===== src/rtl/i2c_slave_regs.sv =====
// I2C slave with an auto-incrementing 8-bit register file.
// The first written byte after the address sets the pointer; later bytes write or read.
module i2c_slave_regs #(
    parameter logic [6:0] SLAVE_ADDR = 7'h4C,
    parameter int         REG_DEPTH  = 16,
    parameter int         PTR_W      = $clog2(REG_DEPTH)
) (
    input  logic             clk,
    input  logic             rst_n,
    input  logic             scl_in,
    input  logic             sda_in,
    output logic             sda_oe,
    output logic             wr_strobe,
    output logic [PTR_W-1:0] wr_ptr,
    output logic [7:0]       wr_data,
    output logic             busy,
    input  logic [PTR_W-1:0] loc_addr,
    output logic [7:0]       loc_data
);

    typedef enum logic [3:0] {
        IDLE,
        ADDR,
        ADDR_ACK,
        PTR,
        PTR_ACK,
        WDATA,
        WACK,
        RDATA,
        RACK,
        WAIT_STOP
    } state_t;

    state_t           state;
    logic [7:0]       regs [REG_DEPTH];
    logic [PTR_W-1:0] ptr;
    logic [7:0]       shreg;
    logic [2:0]       bit_cnt;
    logic             rw;
    logic             mack;

    logic scl_s1, scl_s2, scl_d;
    logic sda_s1, sda_s2, sda_d;

    // Bus idles high, so the synchroniser also resets high.
    always_ff @(posedge clk or negedge rst_n) begin
        if (!rst_n) begin
            scl_s1 <= 1'b1;
            scl_s2 <= 1'b1;
            scl_d  <= 1'b1;
            sda_s1 <= 1'b1;
            sda_s2 <= 1'b1;
            sda_d  <= 1'b1;
        end else begin
            scl_s1 <= scl_in;
            scl_s2 <= scl_s1;
            scl_d  <= scl_s2;
            sda_s1 <= sda_in;
            sda_s2 <= sda_s1;
            sda_d  <= sda_s2;
        end
    end

    logic       scl_rise;
    logic       scl_fall;
    logic       start_c;
    logic       stop_c;
    logic [7:0] nbyte;
    logic       addr_hit;
    logic [7:0] rd_byte;
    logic [PTR_W-1:0] ptr_inc;

    assign scl_rise = scl_s2 & ~scl_d;
    assign scl_fall = ~scl_s2 & scl_d;
    assign start_c  = scl_s2 & scl_d & sda_d & ~sda_s2;
    assign stop_c   = scl_s2 & scl_d & ~sda_d & sda_s2;
    assign nbyte    = {shreg[6:0], sda_s2};
    assign addr_hit = (nbyte[7:1] == SLAVE_ADDR);
    assign rd_byte  = regs[ptr];
    assign ptr_inc  = ptr + 1'b1;
    assign loc_data = regs[loc_addr];

    always_ff @(posedge clk or negedge rst_n) begin
        if (!rst_n) begin
            state     <= IDLE;
            sda_oe    <= 1'b0;
            wr_strobe <= 1'b0;
            wr_ptr    <= '0;
            wr_data   <= 8'h00;
            busy      <= 1'b0;
            ptr       <= '0;
            shreg     <= 8'h00;
            bit_cnt   <= 3'd0;
            rw        <= 1'b0;
            mack      <= 1'b0;
            for (int i = 0; i < REG_DEPTH; i++) begin
                regs[i] <= 8'h00;
            end
        end else begin
            wr_strobe <= 1'b0;
            if (start_c) begin
                state   <= ADDR;
                bit_cnt <= 3'd7;
                sda_oe  <= 1'b0;
            end else if (stop_c) begin
                state  <= IDLE;
                busy   <= 1'b0;
                sda_oe <= 1'b0;
            end else begin
                unique case (state)
                    IDLE, WAIT_STOP: begin
                        sda_oe <= 1'b0;
                    end
                    ADDR: begin
                        if (scl_rise) begin
                            shreg   <= nbyte;
                            bit_cnt <= bit_cnt - 3'd1;
                            if (bit_cnt == 3'd0) begin
                                if (addr_hit) begin
                                    state <= ADDR_ACK;
                                    rw    <= sda_s2;
                                    busy  <= 1'b1;
                                end else begin
                                    state <= WAIT_STOP;
                                    busy  <= 1'b0;
                                end
                            end
                        end
                    end
                    // First falling edge starts the ACK, second one ends it.
                    ADDR_ACK: begin
                        if (scl_fall) begin
                            if (!sda_oe) begin
                                sda_oe <= 1'b1;
                            end else begin
                                bit_cnt <= 3'd7;
                                if (rw) begin
                                    state  <= RDATA;
                                    shreg  <= rd_byte;
                                    sda_oe <= ~rd_byte[7];
                                end else begin
                                    state  <= PTR;
                                    sda_oe <= 1'b0;
                                end
                            end
                        end
                    end
                    PTR: begin
                        if (scl_rise) begin
                            shreg   <= nbyte;
                            bit_cnt <= bit_cnt - 3'd1;
                            if (bit_cnt == 3'd0) begin
                                ptr   <= nbyte[PTR_W-1:0];
                                state <= PTR_ACK;
                            end
                        end
                    end
                    PTR_ACK, WACK: begin
                        if (scl_fall) begin
                            if (!sda_oe) begin
                                sda_oe <= 1'b1;
                            end else begin
                                sda_oe  <= 1'b0;
                                bit_cnt <= 3'd7;
                                state   <= WDATA;
                            end
                        end
                    end
                    WDATA: begin
                        if (scl_rise) begin
                            shreg   <= nbyte;
                            bit_cnt <= bit_cnt - 3'd1;
                            if (bit_cnt == 3'd0) begin
                                regs[ptr] <= nbyte;
                                wr_strobe <= 1'b1;
                                wr_ptr    <= ptr;
                                wr_data   <= nbyte;
                                ptr       <= ptr_inc;
                                state     <= WACK;
                            end
                        end
                    end
                    RDATA: begin
                        if (scl_fall) begin
                            if (bit_cnt == 3'd0) begin
                                sda_oe <= 1'b0;
                                state  <= RACK;
                            end else begin
                                bit_cnt <= bit_cnt - 3'd1;
                                shreg   <= {shreg[6:0], 1'b0};
                                sda_oe  <= ~shreg[6];
                            end
                        end
                    end
                    // Master ACK advances the pointer before the next byte loads.
                    RACK: begin
                        if (scl_rise) begin
                            mack <= ~sda_s2;
                            if (!sda_s2) begin
                                ptr <= ptr_inc;
                            end
                        end else if (scl_fall) begin
                            if (mack) begin
                                state   <= RDATA;
                                shreg   <= rd_byte;
                                sda_oe  <= ~rd_byte[7];
                                bit_cnt <= 3'd7;
                            end else begin
                                state <= WAIT_STOP;
                            end
                        end
                    end
                    default: begin
                        state  <= IDLE;
                        sda_oe <= 1'b0;
                    end
                endcase
            end
        end
    end

endmodule


===== config.mk =====
export PLATFORM = sky130hd
export DESIGN_NAME = i2c_slave_regs
export DESIGN_NICKNAME = d
export VERILOG_FILES = /design/src/rtl/i2c_slave_regs.sv
export SDC_FILE = /design/constraint.sdc
export NUM_CORES = 1
export LEC_CHECK = 0
export CAP_MARGIN = 20
export CORE_ASPECT_RATIO = 1.25
export CORE_MARGIN = 8
export CORE_UTILIZATION = 40
export DETAILED_ROUTE_END_ITERATION = 12
export PLACE_DENSITY = 0.67
export SETUP_SLACK_MARGIN = 0.15
export SYNTH_ARGS = -nofsm -noshare
export SYNTH_HDL_FRONTEND = slang
export SYNTH_SLANG_ARGS = --single-unit

===== constraint.sdc =====
create_clock -name clk -period 2.25 [get_ports clk]
set_input_delay 0.225 -clock clk [delete_from_list [all_inputs] [get_ports clk]]
set_output_delay 0.225 -clock clk [all_outputs]
set_load 0.02 [all_outputs]

==> qor.txt, run 1 <==
Reg clk slew, reported paths: 0.07 ns
Syn avg cell area: 13.5 um^2
Area grow syn2layout: 23.8%
Nets: 785
Storage element area: 0.00424 mm^2
Commonest non-fill, non-tap cell in the layout: dfrtp_1
H-tree depth: 4
Async set-reset flop share out of synthesis: 100%
Final setup fails: 0
Tightest Pin Transition: 0.577 ns
Most frequent cells in the layout: dfrtp_1, mux2_2, buf_4, mux4_2, mux2i_1
Site row count: 62
Die W: 152 um
I/O pins: 31
Slew HR: 61.2%
#FFs+latches synth: 169
Multi-input logic area: 0.00484 mm^2
HPWL Detailed: 17.6 mm
LEAKAGE: 5.20 nW
Netlist cell types: 64
Initial Util: 40.3%
Final Hold Viols: 0
Largest stage delay on the critical path: 0.53 ns
TNS Setup: 0 ns
DRT antenna net count: 0
Post-synth top area cell: dfrtp_1
WL final: 26.9 mm
Worst setup SP type: flip-flop
GP Congestion: 0.894
Clock Sinks: 169
Fillcell total: 1923
Class of the worst hold path: input port to flip-flop
Share of cells above drive strength 1: 50.8%
Worst Reg-to-Reg Cells: 6
IO Port Bufs: 30
Initial drt markers: 590
Vias: 6663
Crit-path cells: mux4_2 > mux4_2 > buf_6
Core footprint: 0.0228 mm^2
Status: finished, final reports clean
Slowest-stage cell, CP: mux4_2
Drt drc: 0
Largest net degree at the start of global routing: 59
Vias in the first global route: 7012
Initial antenna violation count: 0
Share of the synthesized area in the top cell type: 44.4%
Post-synth EDFFs: 0
Gr ovfl total: 0
Post-Syn Nets: 694
Critical Path RT: 2.03 ns
Hold Path Cell Cnt: 1
Die area: 0.0281 mm^2
Fin area: 0.0114 mm^2
Post-synthesis cell count: 680
CTS Buf Count: 17
Max_cap viols: 0
Antenna Diode Count: 0
Worst VDD drop: 0.000686 V
Initial DRT Pass Iterations: 6
CP Capture Type: output port
CTS tree: yes
Cell area after placement: 0.0103 mm^2
Root Buffer: clkbuf_16
Worst Path Arrival: 2.01 ns
Pre-CTS setup slack: -0.398 ns
Power density over the cells: 905 mW/mm^2
Crit path max fanout: 3
Drt wl/cell: 25.1 um
Fmax: 0.447 GHz
Ys flop type: dfrtp_1
Vias/cell: 6.22
Tmin final: 2.24 ns
Worst Setup Path Type: flip-flop to output port
Max Slew Vio Count: 0
Top cells by area, synth: dfrtp_1, mux2_2, mux4_2
Seq/Total Area, Yosys: 46.1%
Max clock buf depth: 2
Die Y: 185 um
Ys Warns: 0
Period utilization: 99.5%
GRT Util Overall: 19.6%
Post-Route Skew: 0.0110 ns
Most used cell along the critical path: mux4_2
Post-Syn Area: 0.00919 mm^2
Worst skew pair latency: 0.44 ns
Final Util: 49.9%
RSZ-0062 raised after global routing: yes
First-pass GRT wire length: 41.4 mm
Final WS setup: 0.0115 ns
## power by group
group          internal, mW  switching [mW]  total, mW
combinational          1.65            2.17       3.82
sequential             3.19           0.225       3.42
clock                  1.73            1.34       3.07
total                  6.57            3.73       10.3
## logic make-up (layout without fill, tap and decap cells)
family          count (synthesis)  count (layout)  share of synthesized area (%)
compound gates                 89              89                           6.55
xor+xnor                        2               2                          0.191
fa+ha+maj                       6               6                          0.817
buf+inv                        67             171                           3.04
flops                         169             169                           46.1
mux                           234             234                           36.0
simple gates                  113             113                           7.27
## sequential cells by signal, indices dropped and copies added, names as in the netlist, 3 cells and up
| signal | cells |
|---|---|
| bit_cnt | 3 |
| ptr | 4 |
| regs | 128 |
| shreg | 7 |
| state | 4 |
| wr_data | 8 |
| wr_ptr | 4 |
## cells in the mapped netlist (all sizes together), types with 2 or more instances
master / count
nand4b: 2
a221oi: 2
o31ai: 3
buf: 19
and3: 4
inv: 10
nand3: 24
o32ai: 3
dfrtp: 163
a211o: 2
nor3: 3
o211ai: 4
o22ai: 8
a311oi: 2
ha: 6
o21ai: 15
mux2: 146
or2: 3
o21a: 2
dfstp: 6
or3b: 3
clkbuf: 38
nand3b: 2
a211oi: 10
nand2b: 5
nor2: 17
nor4: 3
a31oi: 12
nand2: 26
mux2i: 25
nor2b: 5
a21oi: 17
and2: 5
mux4: 63
o221ai: 3
## layout make-up
type | instances | share of cell area (%)
Sequential cell | 169 | 37.3
Inverter | 10 | 0.330
Clock buffer | 19 | 3.98
Multi-Input combinational cell | 444 | 42.5
Tap cell | 288 | 3.17
Clock inverter | 13 | 1.42
Timing Repair Buffer | 129 | 11.3
## stage by stage
stage          hold WS (ns)  cells  total power, mW
2_1_floorplan       -0.0706    680             5.49
6_report              0.201   1072             10.3
5_1_grt               0.201   1072             10.7
3_5_place_dp          0.240   1007             6.76
3_3_place_gp          0.223   1007             6.70
4_1_cts               0.197   1053             9.88
## metal layers
metal  GRT usage, %  part of all wire [%]
met1           25.2                    41
met2           31.2                    48
met3           4.11                   7.3
met4           9.03                   3.8
met5              0                     0
## worst paths after layout
kind	to	slack, ns	start
max reg2reg	state[0]	0.19	state[1]
min	sda_s1	0.20	sda_in
max	loc_data[4]	0.01	regs[28]
min in group asynchronous	regs[75]	0.32	rst_n
max in group asynchronous	regs[114]	1.13	rst_n
min reg2reg	sda_s2	0.36	sda_s1
## timing repair
| item | 4_1_cts | 5_1_grt |
|---|---|---|
| hold buffers | 1 | 0 |
| setup endpoints to repair | 81 | 101 |
| pin swaps | 1 | 3 |
| gates cloned | 1 | 2 |
| gates resized for setup | 63 | 29 |
| setup buffers | 12 | 17 |
| endpoints found under the hold margin | 55 | 0 |
## critical path: cells and delay by family (launching register included)
| kind | cells | cell delay, ns |
|---|---|---|
| multiplexers | 2 | 1.01 |
| flip-flops | 1 | 0.41 |
| buffers and inverters | 1 | 0.16 |
No activity file was read; power rests on OpenSTA's default activity.
==> inputs of run 2 (changes only) <==
--- a/config.mk
+++ b/config.mk
@@ -5,12 +5,15 @@
 export SDC_FILE = /design/constraint.sdc
 export NUM_CORES = 1
 export LEC_CHECK = 0
+export ABC_AREA = 1
 export CAP_MARGIN = 20
+export CELL_PAD_IN_SITES_DETAIL_PLACEMENT = 1
+export CELL_PAD_IN_SITES_GLOBAL_PLACEMENT = 2
 export CORE_ASPECT_RATIO = 1.25
 export CORE_MARGIN = 8
-export CORE_UTILIZATION = 40
+export CORE_UTILIZATION = 33
 export DETAILED_ROUTE_END_ITERATION = 12
-export PLACE_DENSITY = 0.67
+export PLACE_DENSITY = 0.85
 export SETUP_SLACK_MARGIN = 0.15
 export SYNTH_ARGS = -nofsm -noshare
 export SYNTH_HDL_FRONTEND = slang
==> run 2 against run 1 <==
Global-route usage increased by 0.46 points. Clock skew decreased by 0.0022 ns. Sequential power decreased by 7.3%. Maximum frequency increased by 12%. Die area increased by 23%. Synthesized cell count increased by 87%. Core utilization decreased by 11 points. Cell area decreased by 2.0%. Routed wire length increased by 25%. Non-clock buffer count decreased by 34. Worst hold slack got worse by 0.0099 ns. Largest cell class unchanged.
==> qor.txt, run 2 <==
Status: finished, final reports clean (unchanged)
Final Hold Viols: 0 (unchanged)
Die Y: 206 um (was 185 um)
Vias: 8815 (was 6663)
CP Capture Type: output port (unchanged)
Clock Sinks: 169 (unchanged)
Placed insts: 1646 (was 1007)
GRT Util Overall: 20.1% (was 19.6%)
Met2 Track Usage GR: 36.1% (was 31.2%)
Max clock buf depth: 2 (unchanged)
FF-to-FF End: regs[41] (was state[0])
GR peak layer: met2 (unchanged)
Critical path buffers and inverters: 2 (was 1)
Drt drc: 0 (unchanged)
Beginning of the worst hold path: sda_in (unchanged)
CTS tree: yes (unchanged)
Regs by FF count: regs: 128 flops, wr_data: 8 flops, shreg: 7 flops (unchanged)
Top cells by area, synth: dfrtp_1, nand2_1, o21ai_0 (was dfrtp_1, mux2_2, mux4_2)
Commonest non-fill, non-tap cell in the layout: nand2_1 (was dfrtp_1)
Multi-input logic area: 0.00449 mm^2 (was 0.00484 mm^2)
Drt wl/cell: 20.0 um (was 25.1 um)
Ys flop type: dfrtp_1 (unchanged)
First-pass GRT wire length: 53.7 mm (was 41.4 mm)
M3 GR Usage: 2.73% (was 4.11%)
Post-synthesis cell count: 1274 (was 680)
Largest stage delay on the critical path: 0.43 ns (was 0.53 ns)
Max Slew Vio Count: 0 (unchanged)
Fillcell total: 3503 (was 1923)
Post-Syn Nets: 1288 (was 694)
Fmax: 0.502 GHz (was 0.447 GHz)
Post-synth top cells: nand2_1, dfrtp_1, o21ai_0 (was dfrtp_1, mux2_2, mux4_2)
Post-synth EDFFs: 0 (unchanged)
Critical Path RT: 2.03 ns (about the same)
Netlist cell types: 36 (was 64)
Initial antenna violation count: 0 (unchanged)
Post-Route Skew: 0.00882 ns (was 0.0110 ns)
CTS Buf Count: 17 (unchanged)
Gr ovfl total: 0 (unchanged)
Top delay family on crit path: compound AO/OA/AOI/OAI gates (was multiplexers)
Period utilization: 88.6% (was 99.5%)
Max_cap viols: 0 (unchanged)
Largest register FFs: 128 (unchanged)
HPWL Detailed: 23.7 mm (was 17.6 mm)
Post-synth top area cell: dfrtp_1 (unchanged)
Area grow syn2layout: 17.2% (was 23.8%)
Post-CTS Setup Repair Bufs: 0 (was 12)
Worst Setup Path Type: flip-flop to output port (unchanged)
Worst setup SP type: flip-flop (unchanged)
Die W: 168 um (was 152 um)
IO Port Bufs: 30 (unchanged)
Non-filler instance count after layout: 1680 (was 1072)
Share of cells above drive strength 1: 11.8% (was 50.8%)
Class of the worst hold path: input port to flip-flop (unchanged)
Share of the synthesized area in the top cell type: 42.9% (was 44.4%)
Cell area after placement: 0.0105 mm^2 (was 0.0103 mm^2)
Ys Warns: 0 (unchanged)
Reg clk slew, reported paths: 0.07 ns (about the same)
Syn avg cell area: 7.47 um^2 (was 13.5 um^2)
Min-Delay Endpoint: sda_s1 (unchanged)
DRT antenna net count: 0 (unchanged)
Crit-path cells: inv_1 > a21oi_1 > o21ai_1 > o21ai_0 > o211ai_1 > nand2_1 > clkbuf_2 (was mux4_2 > mux4_2 > buf_6)
Initial Util: 33.5% (was 40.3%)
Nets: 1326 (was 785)
Grt met1 use: 23.3% (was 25.2%)
Crit path max fanout: 3 (unchanged)
Worst VDD drop: 0.000476 V (was 0.000686 V)
Worst Path Arrival: 1.77 ns (was 2.01 ns)
Core footprint: 0.0284 mm^2 (was 0.0228 mm^2)
R2r setup slk: 0.26 ns (was 0.19 ns)
Fin area: 0.0112 mm^2 (was 0.0114 mm^2)
Largest Register: regs (unchanged)
Count leader, synth: nand2_1 (was dfrtp_1)
Storage element area: 0.00424 mm^2 (unchanged)
LEAKAGE: 4.92 nW (was 5.20 nW)
Critical path origin: regs[55] (was regs[28])
GP Congestion: 0.855 (was 0.894)
WL final: 33.5 mm (was 26.9 mm)
Tightest Pin Transition: 0.652 ns (was 0.577 ns)
Root Buffer: clkbuf_16 (unchanged)
Slew HR: 56.5% (was 61.2%)
Tmin final: 1.99 ns (was 2.24 ns)
RSZ-0062 raised after global routing: yes (unchanged)
Post-Syn Area: 0.00952 mm^2 (was 0.00919 mm^2)
Worst r2r src: ptr[0] (was state[1])
Most frequent cells in the layout: nand2_1, dfrtp_1, inv_1, o21ai_0, o21ai_1 (was dfrtp_1, mux2_2, buf_4, mux4_2, mux2i_1)
Seq/Total Area, Yosys: 44.5% (was 46.1%)
H-tree depth: 4 (unchanged)
Worst skew pair latency: 0.44 ns (about the same)
Final setup fails: 0 (unchanged)
Largest net degree at the start of global routing: 64 (was 59)
Vias in the first global route: 9329 (was 7012)
#FFs+latches synth: 169 (unchanged)
Initial DRT Pass Iterations: 5 (was 6)
Hold Path Cell Cnt: 1 (unchanged)
Power density over the cells: 735 mW/mm^2 (was 905 mW/mm^2)
Vias/cell: 5.25 (was 6.22)
Die area: 0.0346 mm^2 (was 0.0281 mm^2)
Initial drt markers: 536 (was 590)
Async set-reset flop share out of synthesis: 100% (unchanged)
Slowest-stage cell, CP: dfrtp_1 (was mux4_2)
I/O pins: 31 (unchanged)
Pre-CTS setup slack: 0.00407 ns (was -0.398 ns)
Antenna Diode Count: 0 (unchanged)
Final WS setup: 0.257 ns (was 0.0115 ns)
Site row count: 69 (was 62)
Worst Reg-to-Reg Cells: 5 (was 6)
[run 2: changes by cell type after synthesis, sizes merged, moves of 12 or more]
cell,change
a21oi,+49
a31oi,-12
inv,+106
mux2,-146
mux2i,-17
mux4,-63
nand2,+373
nand3,+68
nor2,+47
o211ai,+47
o21ai,+193
[run 2: worst max-delay path by stage]
stage | to | slack (ns) | cells past startpoint
finish | loc_data[7] | 0.26 | 7
global route | regs[100] | 0.14 | 10
CTS | loc_data[7] | 0.1 | 7
detailed placement | loc_data[6] | 0.004 | 6
global placement | loc_data[7] | -0.006 | 7
floorplan | regs[63] | 0.28 | 8
[run 2: layer usage]
metal	wire [um]	vias to the layer above
met4	1280	0
li1	-	4262
met5	0	-
met1	14300	4345
met3	899	65
met2	17100	143
[run 2: repair_timing]
item / CTS / global route
endpoints found under the hold margin: 50 / 0
cloned: 0 / 1
endpoints found under the setup margin: 12 / 67
gates resized for setup: 23 / 16
hold buffers: 1 / 0
pin swaps: 1 / 2
[run 2: kinds of logic after synthesis]
group | share of synthesized area, %
AND/OR/NAND/NOR | 25.4
AO/OA/AOI/OAI | 19.5
buffers and inverters | 8.74
flip-flops | 44.5
multiplexers | 0.841
adder cells (fa/ha/maj) | 0.789
XOR/XNOR | 0.184
[run 2: metrics by stage]
step	hold slack [ns]	utilization, %	power [mW]	TNS (ns)
finish	0.191	39.3	8.20	0
CTS	0.174	39.3	8.28	0
global placement	0.276	36.9	4.93	-0.00557
global route	0.183	39.3	8.54	0
floorplan	-0.0706	-	4.21	0
detailed placement	0.275	36.9	4.96	0
[run 2: where the power goes]
group / internal, mW / switching (mW) / total [mW]
clock: 1.98 / 1.31 / 3.29
combinational: 0.508 / 1.22 / 1.73
sequential: 3.11 / 0.0553 / 3.17
total: 5.60 / 2.59 / 8.20
[run 2: area by class of cell]
class	count	share of cell area, %
inverters	117	4.00
flip-flops and latches	169	38.0
clock inverters	14	1.96
well taps	355	3.98
repair buffers	95	7.98
multi-input cells	912	40.2
clock buffers	18	3.85
==> inputs of run 3 (changes only) <==
--- a/config.mk
+++ b/config.mk
@@ -11,9 +11,9 @@
 export CELL_PAD_IN_SITES_GLOBAL_PLACEMENT = 2
 export CORE_ASPECT_RATIO = 1.25
 export CORE_MARGIN = 8
-export CORE_UTILIZATION = 33
+export CORE_UTILIZATION = 37
 export DETAILED_ROUTE_END_ITERATION = 12
-export PLACE_DENSITY = 0.85
+export PLACE_DENSITY = 0.9
 export SETUP_SLACK_MARGIN = 0.15
 export SYNTH_ARGS = -nofsm -noshare
 export SYNTH_HDL_FRONTEND = slang
==> constraint.sdc (replaced) <==
create_clock -name clk -period 2.15 [get_ports clk]
set_input_delay 0.215 -clock clk [delete_from_list [all_inputs] [get_ports clk]]
set_output_delay 0.215 -clock clk [all_outputs]
set_load 0.02 [all_outputs]
==> run 3 against run 2 <==
Combinational power is 6% higher. Clock power grew 2%. Die area decreased by 9.9%. Critical path type unchanged.
==> qor.txt, run 3 (synthesis results as in run 2) <==
Post-Route Skew: 0.0118 ns (was 0.00882 ns)
Largest Register: regs (unchanged)
Clock Sinks: 169 (unchanged)
HPWL Detailed: 23.2 mm (was 23.7 mm)
Hold Path Cell Cnt: 1 (unchanged)
CTS tree: yes (unchanged)
Worst Reg-to-Reg Cells: 10 (was 5)
Worst VDD drop: 0.000427 V (was 0.000476 V)
Die W: 159 um (was 168 um)
RSZ-0062 raised after global routing: yes (unchanged)
H-tree depth: 4 (unchanged)
Initial antenna violation count: 0 (unchanged)
Worst r2r src: scl_s2 (was ptr[0])
Final setup fails: 0 (unchanged)
Status: finished, final reports clean (unchanged)
Most frequent cells in the layout: nand2_1, dfrtp_1, inv_1, o21ai_1, o21ai_0 (was nand2_1, dfrtp_1, inv_1, o21ai_0, o21ai_1)
Worst Path Arrival: 1.78 ns (was 1.77 ns)
Tightest Pin Transition: 0.564 ns (was 0.652 ns)
Initial Util: 37.6% (was 33.5%)
Regs by FF count: regs: 128 flops, wr_data: 8 flops, shreg: 7 flops (unchanged)
I/O pins: 31 (unchanged)
CTS Buf Count: 17 (unchanged)
WL final: 34.1 mm (was 33.5 mm)
Max clock buf depth: 2 (unchanged)
Period utilization: 92.8%
GRT Util Overall: 21.7% (was 20.1%)
R2r setup slk: 0.25 ns (was 0.26 ns)
Class of the worst hold path: input port to flip-flop (unchanged)
Antenna Diode Count: 0 (unchanged)
IO Port Bufs: 30 (unchanged)
First-pass GRT wire length: 52.6 mm (was 53.7 mm)
Tmin final: 2.00 ns
Fmax: 0.501 GHz
Max Slew Vio Count: 0 (unchanged)
Max_cap viols: 0 (unchanged)
Vias in the first global route: 9260 (was 9329)
FF-to-FF End: regs[106] (was regs[41])
Power after layout: 8.50 mW (was 8.20 mW)
Power density over the cells: 751 mW/mm^2 (was 735 mW/mm^2)
Initial DRT Pass Iterations: 5 (unchanged)
Area grow syn2layout: 18.9% (was 17.2%)
Vias/cell: 5.39 (was 5.25)
Worst Setup Path Type: flip-flop to output port (unchanged)
Vias: 9048 (was 8815)
DRT antenna net count: 0 (unchanged)
Initial drt markers: 578 (was 536)
Reg clk slew, reported paths: 0.07 ns (about the same)
Largest net degree at the start of global routing: 66 (was 64)
Slew HR: 62.4% (was 56.5%)
Share of cells above drive strength 1: 13.8% (was 11.8%)
Worst skew pair latency: 0.44 ns (about the same)
Drt drc: 0 (unchanged)
Beginning of the worst hold path: sda_in (unchanged)
Root Buffer: clkbuf_16 (unchanged)
Nets: 1344 (was 1326)
Die Y: 195 um (was 206 um)
Min-Delay Endpoint: sda_s1 (unchanged)
Critical Path RT: 1.93 ns (was 2.03 ns)
Largest register FFs: 128 (unchanged)
Commonest non-fill, non-tap cell in the layout: nand2_1 (unchanged)
GP Congestion: 0.898 (was 0.855)
Gr ovfl total: 0 (unchanged)
Site row count: 65 (was 69)
CP Capture Type: output port (unchanged)
Core footprint: 0.0253 mm^2 (was 0.0284 mm^2)
LEAKAGE: 4.99 nW (was 4.92 nW)
Non-filler instance count after layout: 1678 (was 1680)
Placed insts: 1634 (was 1646)
Final Hold Viols: 0 (unchanged)
Drt wl/cell: 20.3 um (was 20.0 um)
Worst setup SP type: flip-flop (unchanged)
Crit path max fanout: 2 (was 3)
Die area: 0.0311 mm^2 (was 0.0346 mm^2)
run 3: final cells by class:
type	count	area [um^2]
clock buffers	19	433
multi-input cells	916	4590
inverters	117	452
well taps	335	419
fillers	3169	14000
flip-flops and latches	169	4240
clock inverters	13	194
repair buffers	109	983
run 3: per-layer routing:
metal	routed length [um]	GRT usage, %	up-vias
met4	1460	10.4	0
met3	1150	2.95	83
met1	14000	25.0	4455
met5	0	0	-
met2	17400	38.9	196
li1	-	-	4314
run 3: timing repair:
action,in CTS,in global routing
gates cloned,1,4
pin swaps,3,9
endpoints found under the hold margin,41,0
setup endpoints to repair,66,61
gates resized for setup,38,33
hold buffers,1,0
buffers inserted,1,5
run 3: worst max-delay path by stage:
stage                            from           to  slack (ns)
after CTS                     regs[8]  loc_data[0]        0.03
after global routing          regs[8]  loc_data[0]        0.06
after floorplan                ptr[0]     regs[63]        0.18
after global placement    loc_addr[0]  loc_data[0]       -0.14
final                         regs[8]  loc_data[0]        0.15
after detailed placement  loc_addr[0]  loc_data[0]        -0.1
run 3: power by group:
part / internal, mW / switching (mW) / total (mW) / leakage, nW
Combinational: 0.546 / 1.28 / 1.83 / 2.36
Sequential: 3.26 / 0.0561 / 3.32 / 2.33
Clock: 1.97 / 1.39 / 3.36 / 0.303
run 3: worst max-delay path, stage by stage, from the launching register on:
cell and delay, ns:
dfrtp_1 0.38, inv_1 0.07, nor2_1 0.05, a21oi_2 0.23
o21ai_1 0.09, buf_4 0.14, o221ai_2 0.12, nand2_1 0.09
buf_2 0.17
run 3: through the flow:
stage	setup slack, ns	area [um^2]	utilization, %	hold slack, ns	setup TNS (ns)
floorplan	0.182	9520	-	-0.0806	0
global placement	-0.140	10500	41.5	0.189	-0.145
detailed placement	-0.0952	10500	41.5	0.188	-0.134
CTS	0.0273	11200	44.2	0.160	0
global route	0.0587	11300	44.7	0.164	0
finish	0.154	11300	44.7	0.177	0
==> variant (settings of run 2) <==
Register the output `loc_data`, without a reset; this adds one clock of latency there. The other outputs are not delayed to match.
--- a/src/rtl/i2c_slave_regs.sv
+++ b/src/rtl/i2c_slave_regs.sv
@@ -80,3 +80,5 @@
     assign ptr_inc  = ptr + 1'b1;
-    assign loc_data = regs[loc_addr];
+    always_ff @(posedge clk) begin
+        loc_data <= regs[loc_addr];
+    end
 
Function: same outputs for any inputs over 4 cycles, from zero or initial values and one cycle with rst_n low; that may be too few to reach the edited logic, so the function may still have changed.
==> variant against run 2 <==
- routed wire length decreased by 1.9%
- largest cell class unchanged
- setup slack lost 0.0050 ns
- clock skew grew 0.0023 ns
- critical path depth increased by 3
- sequential cell count increased by 8
- power increased by 19%
- maximum frequency is 0.25% lower
- synthesized area rose by 0.42%
- design area shrank 0.49%
- worst hold slack got worse by 0.0016 ns
- critical path type is now reg -> reg
- largest power group is now registers
- highest routed layer unchanged
- cell count is 0.36% lower
- clock power down 2%
==> variant: results (changes against run 2) <==
Routing
  • Metal2 WL: 16530 µm (was 17090 µm)
  • Drt initial violations: 641 (was 536)
  • Met3 wire length: 718 µm (was 899 µm)
  • Via count: 8811 (was 8815)
  • M1 WL: 14510 µm (was 14270 µm)
  • Wirelength per Cell: 19.66 µm (was 19.96 µm)

Place
  • Detailed Place HPWL: 23020 µm (was 23660 µm)
  • Post-Place Worst Slack: 0.2628 ns (was 0.004070 ns)
  • Placer Congestion: 0.8314 (was 0.8552)
  • DP Area: 0.01042 mm² (was 0.01049 mm²)

Logic synthesis
  • Synth area leaders: dfrtp_1, nand2_1, o21ai_0, nand3_1, o21ai_1 (was dfrtp_1, nand2_1, o21ai_0, o21ai_1, inv_1)
  • Net Count, Synth: 1298 (was 1288)
  • Fraction of registers with async set/reset: 0.9548 (was 1.000)
  • Yosys cell types: 32 (was 36)
  • Synth cell count leaders: nand2_1, dfrtp_1, o21ai_0 (unchanged)

Global route
  • Global-route wire length before repair: 52590 µm (was 53730 µm)
  • Pin count of the biggest net entering global routing: 58 (was 64)
  • GR Util All Layers: 0.1965 (was 0.2006)
  • Vias in the first global route: 9264 (was 9329)

STA
  • Slew headroom: 0.5269 (was 0.5655)

Worst setup path
  • Maximum fanout along the worst path: 16 (was 3)
  • R2R cell count: 10 (was 5)
  • Arr. time, crit path: 2.31 ns (was 1.77 ns)

Final layout
  • Largest registers: regs (128), loc_data (8), wr_data (8) (was regs (128), wr_data (8), shreg (7))
  • Share of layout cells above drive strength 1: 0.09401 (was 0.1185)

Outcome
  • Outcome: finished clean (unchanged)

Power
  • Leakage power: 4.908 nW (was 4.924 nW)
  • Max VDD drop: 0.4335 mV (was 0.4759 mV)
==> variant: cell count changes in the layout (fill, tap and decap cells not counted), moves of 4 or more <==
cell	change
o21ai_0	+28
o21ai_1	-16
buf_4	-8
clkdlybuf4s50_1	+8
dfxtp_1	+8
o21ai_2	-7
nand3_1	+6
inv_2	-5
buf_12	-4
clkbuf_2	-4
inv_1	+4
==> variant: worst paths after layout <==
| path | start | endpoint | slack (ns) |
|---|---|---|---|
| worst max-delay path | scl_s2 | regs[38] | 0.25 |
| worst min-delay path | sda_in | sda_s1 | 0.19 |
| worst max register to register | scl_s2 | regs[38] | 0.25 |
| worst min register to register | sda_s1 | sda_s2 | 0.36 |
| max in group asynchronous | rst_n | regs[23] | 1.26 |
| min in group asynchronous | rst_n | regs[78] | 0.34 |
==> variant: repair_timing <==
item                                   CTS  global route
buffers inserted                         0             2
setup endpoints to repair                0            70
endpoints found under the hold margin   46             0
hold buffers                             1             0
gates resized for setup                  0             7
==> variant: power by group <==
| group | switching [mW] | total (mW) | internal, mW |
|---|---|---|---|
| sequential | 0.176 | 3.50 | 3.32 |
| clock | 1.39 | 3.22 | 1.83 |
| combinational | 2.13 | 3.02 | 0.882 |
| total | 3.70 | 9.74 | 6.04 |
==> variant: layout make-up <==
cell class | count | area (µm²)
Clock inverter | 13 | 175.2
Sequential cell | 177 | 4403
Inverter | 115 | 434.2
Timing Repair Buffer | 82 | 774.5
Fill cell | 3494 | 17390
Tap cell | 355 | 444.2
Clock buffer | 19 | 452.9
Multi-Input combinational cell | 913 | 4418
==> variant: critical path, stage by stage (launching register included) <==
cell,delay (ns)
dfstp_2,0.56
inv_1,0.05
nor2_1,0.13
inv_1,0.12
nor2_2,0.15
nand2_2,0.10
inv_4,0.14
buf_12,0.19
nand3_4,0.22
nand2_1,0.13
o21ai_1,0.07
==> variant: routing by layer <==
layer / GRT usage / vias to the layer above
met4: 0.09039 / 0
met3: 0.02389 / 55
met2: 0.3484 / 140
met5: 0 / -
li1: - / 4261
met1: 0.2349 / 4355
==> variant: logic make-up (layout without fill, tap and decap cells) <==
logic type,count (synthesis),count (layout),synth area share
buf+inv,194,229,0.08026
xor+xnor,2,2,0.001833
fa+ha+maj,6,6,0.007855
simple gates,560,560,0.2488
flops,177,177,0.4601
compound gates,338,338,0.1939
mux,7,7,0.007332
==> variant: metrics by stage <==
stage / cells / hold WS [ns]
3_5_place_dp: 1639 / 0.2530
3_3_place_gp: 1639 / 0.2508
5_1_grt: 1674 / 0.1705
2_1_floorplan: 1284 / -0.07059
4_1_cts: 1672 / 0.1729
6_report: 1674 / 0.1890
